`src/rtl/cnn_load_sequencer.sv`:
```
// cnn_load_sequencer: host-side job controller for the CNN core.
// Latches one layer job, pulses cnn_start, streams filter / psum / tagged ifmap
// words into the core buffers through one-entry holding registers, appends the
// zero flush row, raises psum_mode and drains the result buffer to the host.
// Optional feature macro: CNN_SEQ_FLUSH_EN (defined: FLUSH state present;
// undefined: LOAD goes straight to PSUM and no flush row is written).
module cnn_load_sequencer #(
    parameter int DATA_WIDTH        = 16,
    parameter int LEN_WIDTH         = 8,
    parameter int FILTER_SIZE_WIDTH = 5,
    parameter int STRIDE_WIDTH      = 5
) (
    input  logic                         clk,
    input  logic                         reset,
    input  logic                         cfg_go,
    input  logic [STRIDE_WIDTH-1:0]      cfg_stride,
    input  logic [FILTER_SIZE_WIDTH-1:0] cfg_filter_size,
    input  logic [LEN_WIDTH-1:0]         cfg_if_len,
    input  logic [LEN_WIDTH-1:0]         cfg_flt_len,
    input  logic [LEN_WIDTH-1:0]         cfg_psum_len,
    input  logic [LEN_WIDTH-1:0]         cfg_res_len,
    output logic                         busy,
    output logic                         done,
    input  logic                         if_src_valid,
    input  logic [DATA_WIDTH-1:0]        if_src_data,
    output logic                         if_src_ready,
    input  logic                         flt_src_valid,
    input  logic [DATA_WIDTH-1:0]        flt_src_data,
    output logic                         flt_src_ready,
    input  logic                         psum_src_valid,
    input  logic [DATA_WIDTH-1:0]        psum_src_data,
    output logic                         psum_src_ready,
    output logic                         cnn_start,
    output logic [STRIDE_WIDTH-1:0]      cnn_stride,
    output logic [FILTER_SIZE_WIDTH-1:0] cnn_filter_size,
    output logic                         cnn_psum_mode,
    output logic [DATA_WIDTH+1:0]        IFmap_buffer_in,
    output logic                         IFmap_buffer_write_enable,
    input  logic                         IFmap_buffer_ready,
    output logic [DATA_WIDTH-1:0]        filter_buffer_in,
    output logic                         filter_buffer_write_enable,
    input  logic                         filter_buffer_ready,
    output logic [DATA_WIDTH-1:0]        psum_buffer_in,
    output logic                         psum_buffer_wen,
    input  logic                         psum_buffer_ready,
    output logic                         result_buffer_read_enable,
    input  logic                         result_buffer_valid,
    input  logic [DATA_WIDTH-1:0]        result_buffer_out,
    output logic                         res_valid,
    output logic [DATA_WIDTH-1:0]        res_data,
    input  logic                         res_ready
);

    typedef enum logic [2:0] {
        S_IDLE  = 3'd0,
        S_START = 3'd1,
        S_LOAD  = 3'd2,
        S_FLUSH = 3'd3,
        S_PSUM  = 3'd4,
        S_DRAIN = 3'd5,
        S_DONE  = 3'd6
    } state_t;

    state_t state_q, state_d;

    logic [STRIDE_WIDTH-1:0]      stride_q, stride_d;
    logic [FILTER_SIZE_WIDTH-1:0] fs_q, fs_d;
    logic [LEN_WIDTH-1:0]         if_len_q, if_len_d, flt_len_q, flt_len_d;
    logic [LEN_WIDTH-1:0]         psum_len_q, psum_len_d, res_len_q, res_len_d;
    logic [LEN_WIDTH-1:0]         if_cnt_q, if_cnt_d, flt_cnt_q, flt_cnt_d;
    logic [LEN_WIDTH-1:0]         psum_cnt_q, psum_cnt_d, res_cnt_q, res_cnt_d;
    logic                         if_hold_q, if_hold_d, flt_hold_q, flt_hold_d;
    logic                         psum_hold_q, psum_hold_d;
    logic [DATA_WIDTH+1:0]        if_data_q, if_data_d;
    logic [DATA_WIDTH-1:0]        flt_data_q, flt_data_d, psum_data_q, psum_data_d;
    logic                         if_rdy_q, if_rdy_d, flt_rdy_q, flt_rdy_d;
    logic                         psum_rdy_q, psum_rdy_d;
    logic                         start_q, start_d, done_q, done_d, busy_q, busy_d;
    logic                         psum_mode_q, psum_mode_d, rd_en_q, rd_en_d;
    logic                         res_valid_q, res_valid_d;
    logic [DATA_WIDTH-1:0]        res_data_q, res_data_d;

`ifdef CNN_SEQ_FLUSH_EN
    logic [LEN_WIDTH-1:0]         fs_ext;
    assign fs_ext = LEN_WIDTH'(fs_q);
`endif

    // Word tag: bit1 marks the first word of a row, bit0 the last one.
    function automatic logic [1:0] tag_f(input logic [LEN_WIDTH-1:0] idx,
                                         input logic [LEN_WIDTH-1:0] len);
        tag_f = {(idx == {LEN_WIDTH{1'b0}}), (idx == (len - LEN_WIDTH'(1)))};
    endfunction

    // Next-state, channel, drain and registered-output computation.
    always_comb begin
        state_d     = state_q;
        stride_d    = stride_q;
        fs_d        = fs_q;
        if_len_d    = if_len_q;
        flt_len_d   = flt_len_q;
        psum_len_d  = psum_len_q;
        res_len_d   = res_len_q;
        if_cnt_d    = if_cnt_q;
        flt_cnt_d   = flt_cnt_q;
        psum_cnt_d  = psum_cnt_q;
        res_cnt_d   = res_cnt_q;
        if_hold_d   = if_hold_q;
        flt_hold_d  = flt_hold_q;
        psum_hold_d = psum_hold_q;
        if_data_d   = if_data_q;
        flt_data_d  = flt_data_q;
        psum_data_d = psum_data_q;
        res_valid_d = res_valid_q;
        res_data_d  = res_data_q;
        psum_mode_d = psum_mode_q;

        // ifmap channel: a write accepted by the core empties the holder;
        // a refill can only happen on a later edge.
        if (if_hold_q && IFmap_buffer_ready) begin
            if_hold_d = 1'b0;
            if_cnt_d  = if_cnt_q + LEN_WIDTH'(1);
        end else if (if_rdy_q && if_src_valid) begin
            if_hold_d = 1'b1;
            if_data_d = {tag_f(if_cnt_q, if_len_q), if_src_data};
`ifdef CNN_SEQ_FLUSH_EN
        end else if ((state_q == S_FLUSH) && !if_hold_q && (if_cnt_q < fs_ext)) begin
            if_hold_d = 1'b1;
            if_data_d = {tag_f(if_cnt_q, fs_ext), {DATA_WIDTH{1'b0}}};
`endif
        end else begin
            if_hold_d = if_hold_q;
        end

        // filter channel
        if (flt_hold_q && filter_buffer_ready) begin
            flt_hold_d = 1'b0;
            flt_cnt_d  = flt_cnt_q + LEN_WIDTH'(1);
        end else if (flt_rdy_q && flt_src_valid) begin
            flt_hold_d = 1'b1;
            flt_data_d = flt_src_data;
        end else begin
            flt_hold_d = flt_hold_q;
        end

        // psum channel
        if (psum_hold_q && psum_buffer_ready) begin
            psum_hold_d = 1'b0;
            psum_cnt_d  = psum_cnt_q + LEN_WIDTH'(1);
        end else if (psum_rdy_q && psum_src_valid) begin
            psum_hold_d = 1'b1;
            psum_data_d = psum_src_data;
        end else begin
            psum_hold_d = psum_hold_q;
        end

        // result path: the output register is either handed to the host or refilled
        if (res_valid_q && res_ready) begin
            res_valid_d = 1'b0;
            res_cnt_d   = res_cnt_q + LEN_WIDTH'(1);
        end else if (rd_en_q && result_buffer_valid) begin
            res_valid_d = 1'b1;
            res_data_d  = result_buffer_out;
        end else begin
            res_valid_d = res_valid_q;
        end

        case (state_q)
            S_IDLE: begin
                if (cfg_go) begin
                    state_d    = S_START;
                    stride_d   = cfg_stride;
                    fs_d       = cfg_filter_size;
                    if_len_d   = cfg_if_len;
                    flt_len_d  = cfg_flt_len;
                    psum_len_d = cfg_psum_len;
                    res_len_d  = cfg_res_len;
                    if_cnt_d   = {LEN_WIDTH{1'b0}};
                    flt_cnt_d  = {LEN_WIDTH{1'b0}};
                    psum_cnt_d = {LEN_WIDTH{1'b0}};
                    res_cnt_d  = {LEN_WIDTH{1'b0}};
                end else begin
                    state_d = S_IDLE;
                end
            end
            S_START: state_d = S_LOAD;
            S_LOAD: begin
                // a channel is finished once its count of accepted writes hits len
                if ((if_cnt_q == if_len_q) && (flt_cnt_q == flt_len_q) &&
                    (psum_cnt_q == psum_len_q)) begin
`ifdef CNN_SEQ_FLUSH_EN
                    if (fs_q != {FILTER_SIZE_WIDTH{1'b0}}) begin
                        state_d  = S_FLUSH;
                        if_cnt_d = {LEN_WIDTH{1'b0}};
                    end else begin
                        state_d = S_PSUM;
                    end
`else
                    state_d = S_PSUM;
`endif
                end else begin
                    state_d = S_LOAD;
                end
            end
`ifdef CNN_SEQ_FLUSH_EN
            S_FLUSH: begin
                if ((if_cnt_q == fs_ext) && !if_hold_q) begin
                    state_d = S_PSUM;
                end else begin
                    state_d = S_FLUSH;
                end
            end
`endif
            S_PSUM: state_d = S_DRAIN;
            S_DRAIN: begin
                if ((res_cnt_q == res_len_q) && !res_valid_q) begin
                    state_d = S_DONE;
                end else begin
                    state_d = S_DRAIN;
                end
            end
            S_DONE:  state_d = S_IDLE;
            default: state_d = S_IDLE;
        endcase

        // outputs are registered: derive them from the next-state values
        start_d    = (state_d == S_START);
        done_d     = (state_d == S_DONE);
        busy_d     = (state_d != S_IDLE);
        if_rdy_d   = (state_d == S_LOAD) && (if_cnt_d < if_len_q) && !if_hold_d;
        flt_rdy_d  = (state_d == S_LOAD) && (flt_cnt_d < flt_len_q) && !flt_hold_d;
        psum_rdy_d = (state_d == S_LOAD) && (psum_cnt_d < psum_len_q) && !psum_hold_d;
        rd_en_d    = (state_d == S_DRAIN) && !res_valid_d && (res_cnt_d < res_len_q);
        if (state_d == S_PSUM) begin
            psum_mode_d = 1'b1;
        end else if (state_d == S_START) begin
            psum_mode_d = 1'b0;
        end else begin
            psum_mode_d = psum_mode_q;
        end
    end

    // State, counter, holder and output registers with asynchronous clear.
    always_ff @(posedge clk or posedge reset) begin
        if (reset) begin
            state_q     <= S_IDLE;
            stride_q    <= {STRIDE_WIDTH{1'b0}};
            fs_q        <= {FILTER_SIZE_WIDTH{1'b0}};
            if_len_q    <= {LEN_WIDTH{1'b0}};
            flt_len_q   <= {LEN_WIDTH{1'b0}};
            psum_len_q  <= {LEN_WIDTH{1'b0}};
            res_len_q   <= {LEN_WIDTH{1'b0}};
            if_cnt_q    <= {LEN_WIDTH{1'b0}};
            flt_cnt_q   <= {LEN_WIDTH{1'b0}};
            psum_cnt_q  <= {LEN_WIDTH{1'b0}};
            res_cnt_q   <= {LEN_WIDTH{1'b0}};
            if_hold_q   <= 1'b0;
            flt_hold_q  <= 1'b0;
            psum_hold_q <= 1'b0;
            if_data_q   <= {(DATA_WIDTH+2){1'b0}};
            flt_data_q  <= {DATA_WIDTH{1'b0}};
            psum_data_q <= {DATA_WIDTH{1'b0}};
            if_rdy_q    <= 1'b0;
            flt_rdy_q   <= 1'b0;
            psum_rdy_q  <= 1'b0;
            start_q     <= 1'b0;
            done_q      <= 1'b0;
            busy_q      <= 1'b0;
            psum_mode_q <= 1'b0;
            rd_en_q     <= 1'b0;
            res_valid_q <= 1'b0;
            res_data_q  <= {DATA_WIDTH{1'b0}};
        end else begin
            state_q     <= state_d;
            stride_q    <= stride_d;
            fs_q        <= fs_d;
            if_len_q    <= if_len_d;
            flt_len_q   <= flt_len_d;
            psum_len_q  <= psum_len_d;
            res_len_q   <= res_len_d;
            if_cnt_q    <= if_cnt_d;
            flt_cnt_q   <= flt_cnt_d;
            psum_cnt_q  <= psum_cnt_d;
            res_cnt_q   <= res_cnt_d;
            if_hold_q   <= if_hold_d;
            flt_hold_q  <= flt_hold_d;
            psum_hold_q <= psum_hold_d;
            if_data_q   <= if_data_d;
            flt_data_q  <= flt_data_d;
            psum_data_q <= psum_data_d;
            if_rdy_q    <= if_rdy_d;
            flt_rdy_q   <= flt_rdy_d;
            psum_rdy_q  <= psum_rdy_d;
            start_q     <= start_d;
            done_q      <= done_d;
            busy_q      <= busy_d;
            psum_mode_q <= psum_mode_d;
            rd_en_q     <= rd_en_d;
            res_valid_q <= res_valid_d;
            res_data_q  <= res_data_d;
        end
    end

    assign busy                       = busy_q;
    assign done                       = done_q;
    assign if_src_ready               = if_rdy_q;
    assign flt_src_ready              = flt_rdy_q;
    assign psum_src_ready             = psum_rdy_q;
    assign cnn_start                  = start_q;
    assign cnn_stride                 = stride_q;
    assign cnn_filter_size            = fs_q;
    assign cnn_psum_mode              = psum_mode_q;
    assign IFmap_buffer_in            = if_data_q;
    assign IFmap_buffer_write_enable  = if_hold_q;
    assign filter_buffer_in           = flt_data_q;
    assign filter_buffer_write_enable = flt_hold_q;
    assign psum_buffer_in             = psum_data_q;
    assign psum_buffer_wen            = psum_hold_q;
    assign result_buffer_read_enable  = rd_en_q;
    assign res_valid                  = res_valid_q;
    assign res_data                   = res_data_q;

endmodule

```
`config.mk`:
```
export PLATFORM = sky130hd
export DESIGN_NAME = cnn_load_sequencer
export DESIGN_NICKNAME = d
export VERILOG_FILES = /design/src/rtl/cnn_load_sequencer.sv
export SDC_FILE = /design/constraint.sdc
export NUM_CORES = 1
export LEC_CHECK = 0
export CORE_MARGIN = 2
export CORE_UTILIZATION = 44
export DETAILED_ROUTE_END_ITERATION = 16
export PLACE_DENSITY = 0.81
export SLEW_MARGIN = 15
export SYNTH_ARGS = -nofsm -noshare
export SYNTH_HDL_FRONTEND = slang
export SYNTH_SLANG_ARGS = --single-unit
```
`constraint.sdc`:
```
create_clock -name clk -period 4.29 [get_ports clk]
set_clock_uncertainty 0.05 [all_clocks]
set_input_delay 0.429 -clock clk [delete_from_list [all_inputs] [get_ports clk]]
set_output_delay 0.429 -clock clk [all_outputs]
set_load 0.05 [all_outputs]
```
# [Yosys cells after proc, flatten, opt, wreduce, memory -nomap -nowiden]
# Index checks and enable logic that the tools add are counted.
[classes] muxes=26 n_addsub=5 n_reduce_logical=33 bitwise=4 n_eq_ne=14 n_lt_le_gt_ge=4
[ops] op="two-way mux 8 bit" n=12
[ops] op="equality test 8 bit" n=5
[ops] op="adder 8 x 1 -> 8 bit, second input constant" n=4
[ops] op="less-than comparator 8 bit" n=4
[ops] op="logical AND 1 bit" n=19
[ops] op="equality test 3 bit, second input constant" n=5
[ops] op="case mux 3 bit (5 select lines)" n=1
[ops] op="two-way mux 1 bit" n=11
[ops] op="AND reduction 2 bit" n=5
[ops] op="zero test 8 bit" n=1
[ops] op="subtractor 8 x 1 -> 8 bit, second input constant" n=1
[ops] op="equality test 3 x 1 -> 1 bit, second input constant" n=2
[ops] op="equality test 3 x 2 -> 1 bit, second input constant" n=2
[ops] op="zero test 1 bit" n=5
[ops] op="NOT 1 bit" n=4
[ops] op="zero test 3 bit" n=1
[ops] op="two-way mux 3 bit" n=1
[ops] op="nonzero test 3 bit" n=1
[ops] op="two-way mux 2 bit" n=1
[ops] op="nonzero test 2 bit" n=1
[totals] reg_bits=155 word_cells=113 out_inout_bits=88 inputBits=117

# [Depth between registers and ports, before layout]
[depth] ltp_word=8 mapped_depth=12 ltp_nobuf=11

# [Least setup slack after synthesis]
# No wires, ideal clock.
[synth_path] kind="flip-flop to flip-flop" from="register res_valid_q (netlist: res_valid)" to="register rd_en_q (netlist: result_buffer_read_enable)" setup_time_ns=0.068 t_required_ns=4.172 path_stages_with_launch=12 n_path_buf=1 path_slack_ns=1.805 arrival_ns=2.368 synth_period_minus_slack_ns=2.485 cell_sequence="dfrtp_1 > and2_1 > buf_2 > nand4_1 > nor2_1 > xnor2_1 > nor2_1 > ha_1 > nand4_1 > nor2_1 > nor4b_1 > and4_1"
[synth_between] word_cells_on_any_way=15 classes_between="order compare (1); eq/ne (1); mux (7); reduce/logical (6)"
[synth_lines] element="start: declaration" line_no="80" rtl="logic res_valid_q, res_valid_d;"
[synth_lines] element="start signal: assignment" line_no="298" rtl="res_valid_q <= res_valid_d;"
[synth_lines] element="logical AND 1 bit (*)" line_no="157" rtl="if (res_valid_q && res_ready) begin"
[synth_lines] element="two-way mux 8 bit (*)" line_no="157"
[synth_lines] element="two-way mux 8 bit" line_no="169" rtl="if (cfg_go) begin"
[synth_lines] element="two-way mux 8 bit (*)" line_no="167" rtl="case (state_q)"
[synth_lines] element="via res_cnt_d[5]" line_no="71" rtl="logic [LEN_WIDTH-1:0] psum_cnt_q, psum_cnt_d, res_cnt_q, res_cnt_d;"
[synth_lines] element="less-than comparator 8 bit (*)" line_no="232" rtl="rd_en_d = (state_d == S_DRAIN) && !res_valid_d && (res_cnt_d < res_len_q);"
[synth_lines] element="logical AND 1 bit (*)" line_no="232"
[synth_lines] element="via rd_en_d" line_no="79" rtl="logic psum_mode_q, psum_mode_d, rd_en_q, rd_en_d;"
[synth_lines] element="end signal: assignment" line_no="297" rtl="rd_en_q <= rd_en_d;"
[synth_lines] element="end: declaration" line_no="79"
# Mark *: on every way through the listed nets, which the timed path passes. The rest lies on a longest branch.
# A chain may end at the register's enable or synchronous reset.

# [Worst setup path after layout]
[layout_path] from="register state_q[0]" to="register flt_rdy_q (netlist: flt_src_ready)"
[layout_between] elab_chain_cells=5 word_cells_on_any_way=11 classes_between="order compare (1); eq/ne (5); mux (2); reduce/logical (3)"
[layout_rtl] element="start: declaration" line_no="64" rtl="state_t state_q, state_d;"
[layout_rtl] element="start signal: assignment" line_no="273" rtl="state_q <= state_d;"
[layout_rtl] element="zero test 3 bit" line_no="167"
[layout_rtl] element="two-way mux 8 bit" line_no="167"
[layout_rtl] element="via flt_cnt_d[7]" line_no="70" rtl="logic [LEN_WIDTH-1:0] if_cnt_q, if_cnt_d, flt_cnt_q, flt_cnt_d;"
[layout_rtl] element="less-than comparator 8 bit" line_no="230" rtl="flt_rdy_d = (state_d == S_LOAD) && (flt_cnt_d < flt_len_q) && !flt_hold_d;"
[layout_rtl] element="logical AND 1 bit (2 in a row)" line_no="230"
[layout_rtl] element="via flt_rdy_d" line_no="76" rtl="logic if_rdy_q, if_rdy_d, flt_rdy_q, flt_rdy_d;"
[layout_rtl] element="end signal: assignment" line_no="291" rtl="flt_rdy_q <= flt_rdy_d;"
[layout_rtl] element="end: declaration" line_no="76"
# The timed path passes the listed nets, and every way through them passes these cells.

==> results.py <==
metrics = {
    "logic_synthesis": {
        "synth.distinct_cells": 47,
        "syn_area_per_cell_um2": 10.5,
        "synthArstFlopShare_pct": 100,
        "synthCells": 702,
        "synth_nets": 853,
        "synth_area_mm2": 0.00735,
        "post-synth-top-count-cell": "dfrtp_1",
        "synth_seq_cells": 155,
        "synth_sequential_area_ratio_pct": 52.8,
        "synth_common_cells": "dfrtp_1 (155), nand2_1 (142), nor2_1 (55)",
        "synth_ff_type": "dfrtp_1",
        "synth_top_area_share_pct": 52.8,
        "synth_top_area_cell": "dfrtp_1",
        "synth_area_leaders": "dfrtp_1 (53%), nand2_1 (7.3%), ha_1 (5.8%)",
        "synth_edf_count": 0,
        "synth_warnings": 0,
    },
    "floorplanning": {
        "design.core.area_mm2": 0.0165,
        "rows": 47,
        "die_y_um": 133,
        "die_x_um": 133,
        "dieArea_mm2": 0.0178,
        "pin_count": 205,
        "start_util_pct": 44.6,
    },
    "setup_path": {
        "cp_slowest_cell": "inv_2",
        "crit_type": "reg -> reg",
        "slowest_delay_ps": 750,
        "cp-start-kind": "flip-flop",
        "reg2reg_slack_ps": 1090,
        "cp.arrival_ps": 3440,
        "required_ps": 4520,
        "crit_family": "buffers and inverters",
        "cp_cell_sequence": "nor2_2 -> nand3b_2 -> inv_2 -> buf_4 -> nor2_1 -> ha_1 -> nand4_1 -> a311oi_1 -> nor3_1",
        "crit_buf_inv": 2,
        "end_kind": "flip-flop",
        "cp_max_fo": 48,
    },
    "finish": {
        "syn_to_final_growth_pct": 39.2,
        "multiInputGateArea_mm2": 0.00322,
        "n_fill_cell": 1348,
        "final_util_pct": 62.1,
        "fin_nets": 1058,
        "drive_gt1_share_pct": 6.85,
        "n_antenna_cell": 0,
        "ff_latch_area_mm2": 0.00388,
    },
    "sta": {
        "finalCritPeriodShare_pct": 74.7,
        "rsz0062_at_grt": "no",
        "finalSetupViolCount": 0,
        "clock.fmax_mhz": 312,
        "slew_violations": 0,
        "min_period_ps": 3200,
        "hold_violations": 0,
        "fin_setup_tns_ps": 0,
        "maxSlewHeadroom_pct": 26.9,
        "tightestPinTransition_ps": 1100,
    },
    "placement": {
        "gp_congestion": 0.891,
        "io_buffers": 204,
        "hpwl_um": 12600,
    },
    "status": {
        "status": "finished clean",
    },
    "clock_tree": {
        "numClockSinks": 155,
        "ctsHoldBuffers": 0,
        "clkTransAtPathRegs_ps": 60,
        "postCtsSetupBuffers": 0,
        "clk_latency_ps": 420,
        "cts_tree": "built",
        "cts_max_level": 4,
        "cts_resized": 0,
        "clockBufferDepth": 2,
        "cts_root_buf": "clkbuf_16",
        "cts_buffers": 17,
    },
    "global_routing": {
        "grt_pass1_vias": 5479,
        "grt_pass1_wl_um": 27700,
        "antenna_found_initial": 0,
        "track_usage_pct": 19.8,
        "overflow": 0,
        "grt_max_degree": 73,
    },
    "power": {
        "finalPower_mw": 7.15,
        "power_leakage_nw": 4.69,
        "p_per_area_mw_per_mm2": 698,
        "ir_drop_uv": 413,
    },
    "drt": {
        "route.detailed.drc": 0,
        "routed_wirelength_um": 16900,
        "initialDrtViolationCount": 262,
        "vias_per_cell": 4.90,
        "first_pass_iters": 4,
        "num_vias": 5587,
        "wl_per_cell_um": 14.9,
        "ant_nets": 0,
    },
    "flow_run": {
        "max_cap_viol_count": 0,
    },
    "worst_hold_path": {
        "hold_class": "reg -> reg",
    },
}
-- layout by cell type, fill, tap and decap left out, drive strengths merged, types with 6 or more instances in the layout --
cell type,instances
nand4,14
a21oi,11
dfrtp,155
nand3,9
xnor2,27
mux2i,7
ha,34
nor2b,8
clkbuf,18
mux2,48
o21ai,40
xor2,39
inv,40
nor3,6
clkdlybuf4s50,204
nand2,142
nor2,59
nor4,8
-- worst min-delay path: stages (launching register included) --
cell,delay [ps]
dfrtp_1,340
nand2_1,50
nand2_1,50
-- flip-flops by register name (all words and copies together), names as in the netlist, 16 cells and up --
name / cells
IFmap_buffer_in: 18
filter_buffer_in: 16
psum_buffer_in: 16
res_data: 16
-- through the flow --
stage	cells	worst slack [ps]	area, µm²	hold slack (ps)
floorplan	702	1800	7350	430
global placement	1108	889	9610	406
detailed placement	1108	843	9610	412
CTS	1140	1080	10200	428
global route	1140	802	10200	449
finish	1140	1090	10200	420
-- cells by family after synthesis --
logic type	Yosys count	synth area share, %
simple gates	269	16.8
flops	155	52.8
xor+xnor	66	7.97
compound gates	62	4.92
buf+inv	61	3.49
mux	55	8.31
fa+ha+maj	34	5.79
-- per-layer routing --
metal | vias to the layer above | GRT usage, % | part of all wire (%)
met5 | - | 0 | 0
met3 | 17 | 4.64 | 5.8
met4 | 0 | 6.26 | 1.0
li1 | 2758 | - | -
met1 | 2637 | 26.7 | 46
met2 | 175 | 31.7 | 47
-- power by group --
group / switching, mW / internal [mW]
registers: 0.364 / 1.95
logic: 2.05 / 1.21
clock network: 0.597 / 0.976
total: 3.01 / 4.13
-- area by class of cell --
cell class,count,area share [%]
Timing Repair Buffer,209,20.5
Clock buffer,18,4.20
Inverter,38,1.43
Tap cell,220,2.69
Sequential cell,155,37.9
Clock inverter,14,1.88
Multi-Input combinational cell,486,31.4
-- path summary, 6_finish.rpt --
path,start,endpoint,depth (start not counted)
worst max-delay path,state_q[0],flt_src_ready,9
worst min-delay path,cnn_stride[2],cnn_stride[2],2
worst max register to register,state_q[0],flt_src_ready,9
worst min register to register,cnn_stride[2],cnn_stride[2],2
max in group asynchronous,reset,res_len_q[1],3
min in group asynchronous,reset,IFmap_buffer_in[4],2
Power figures use the tool's default switching activity.
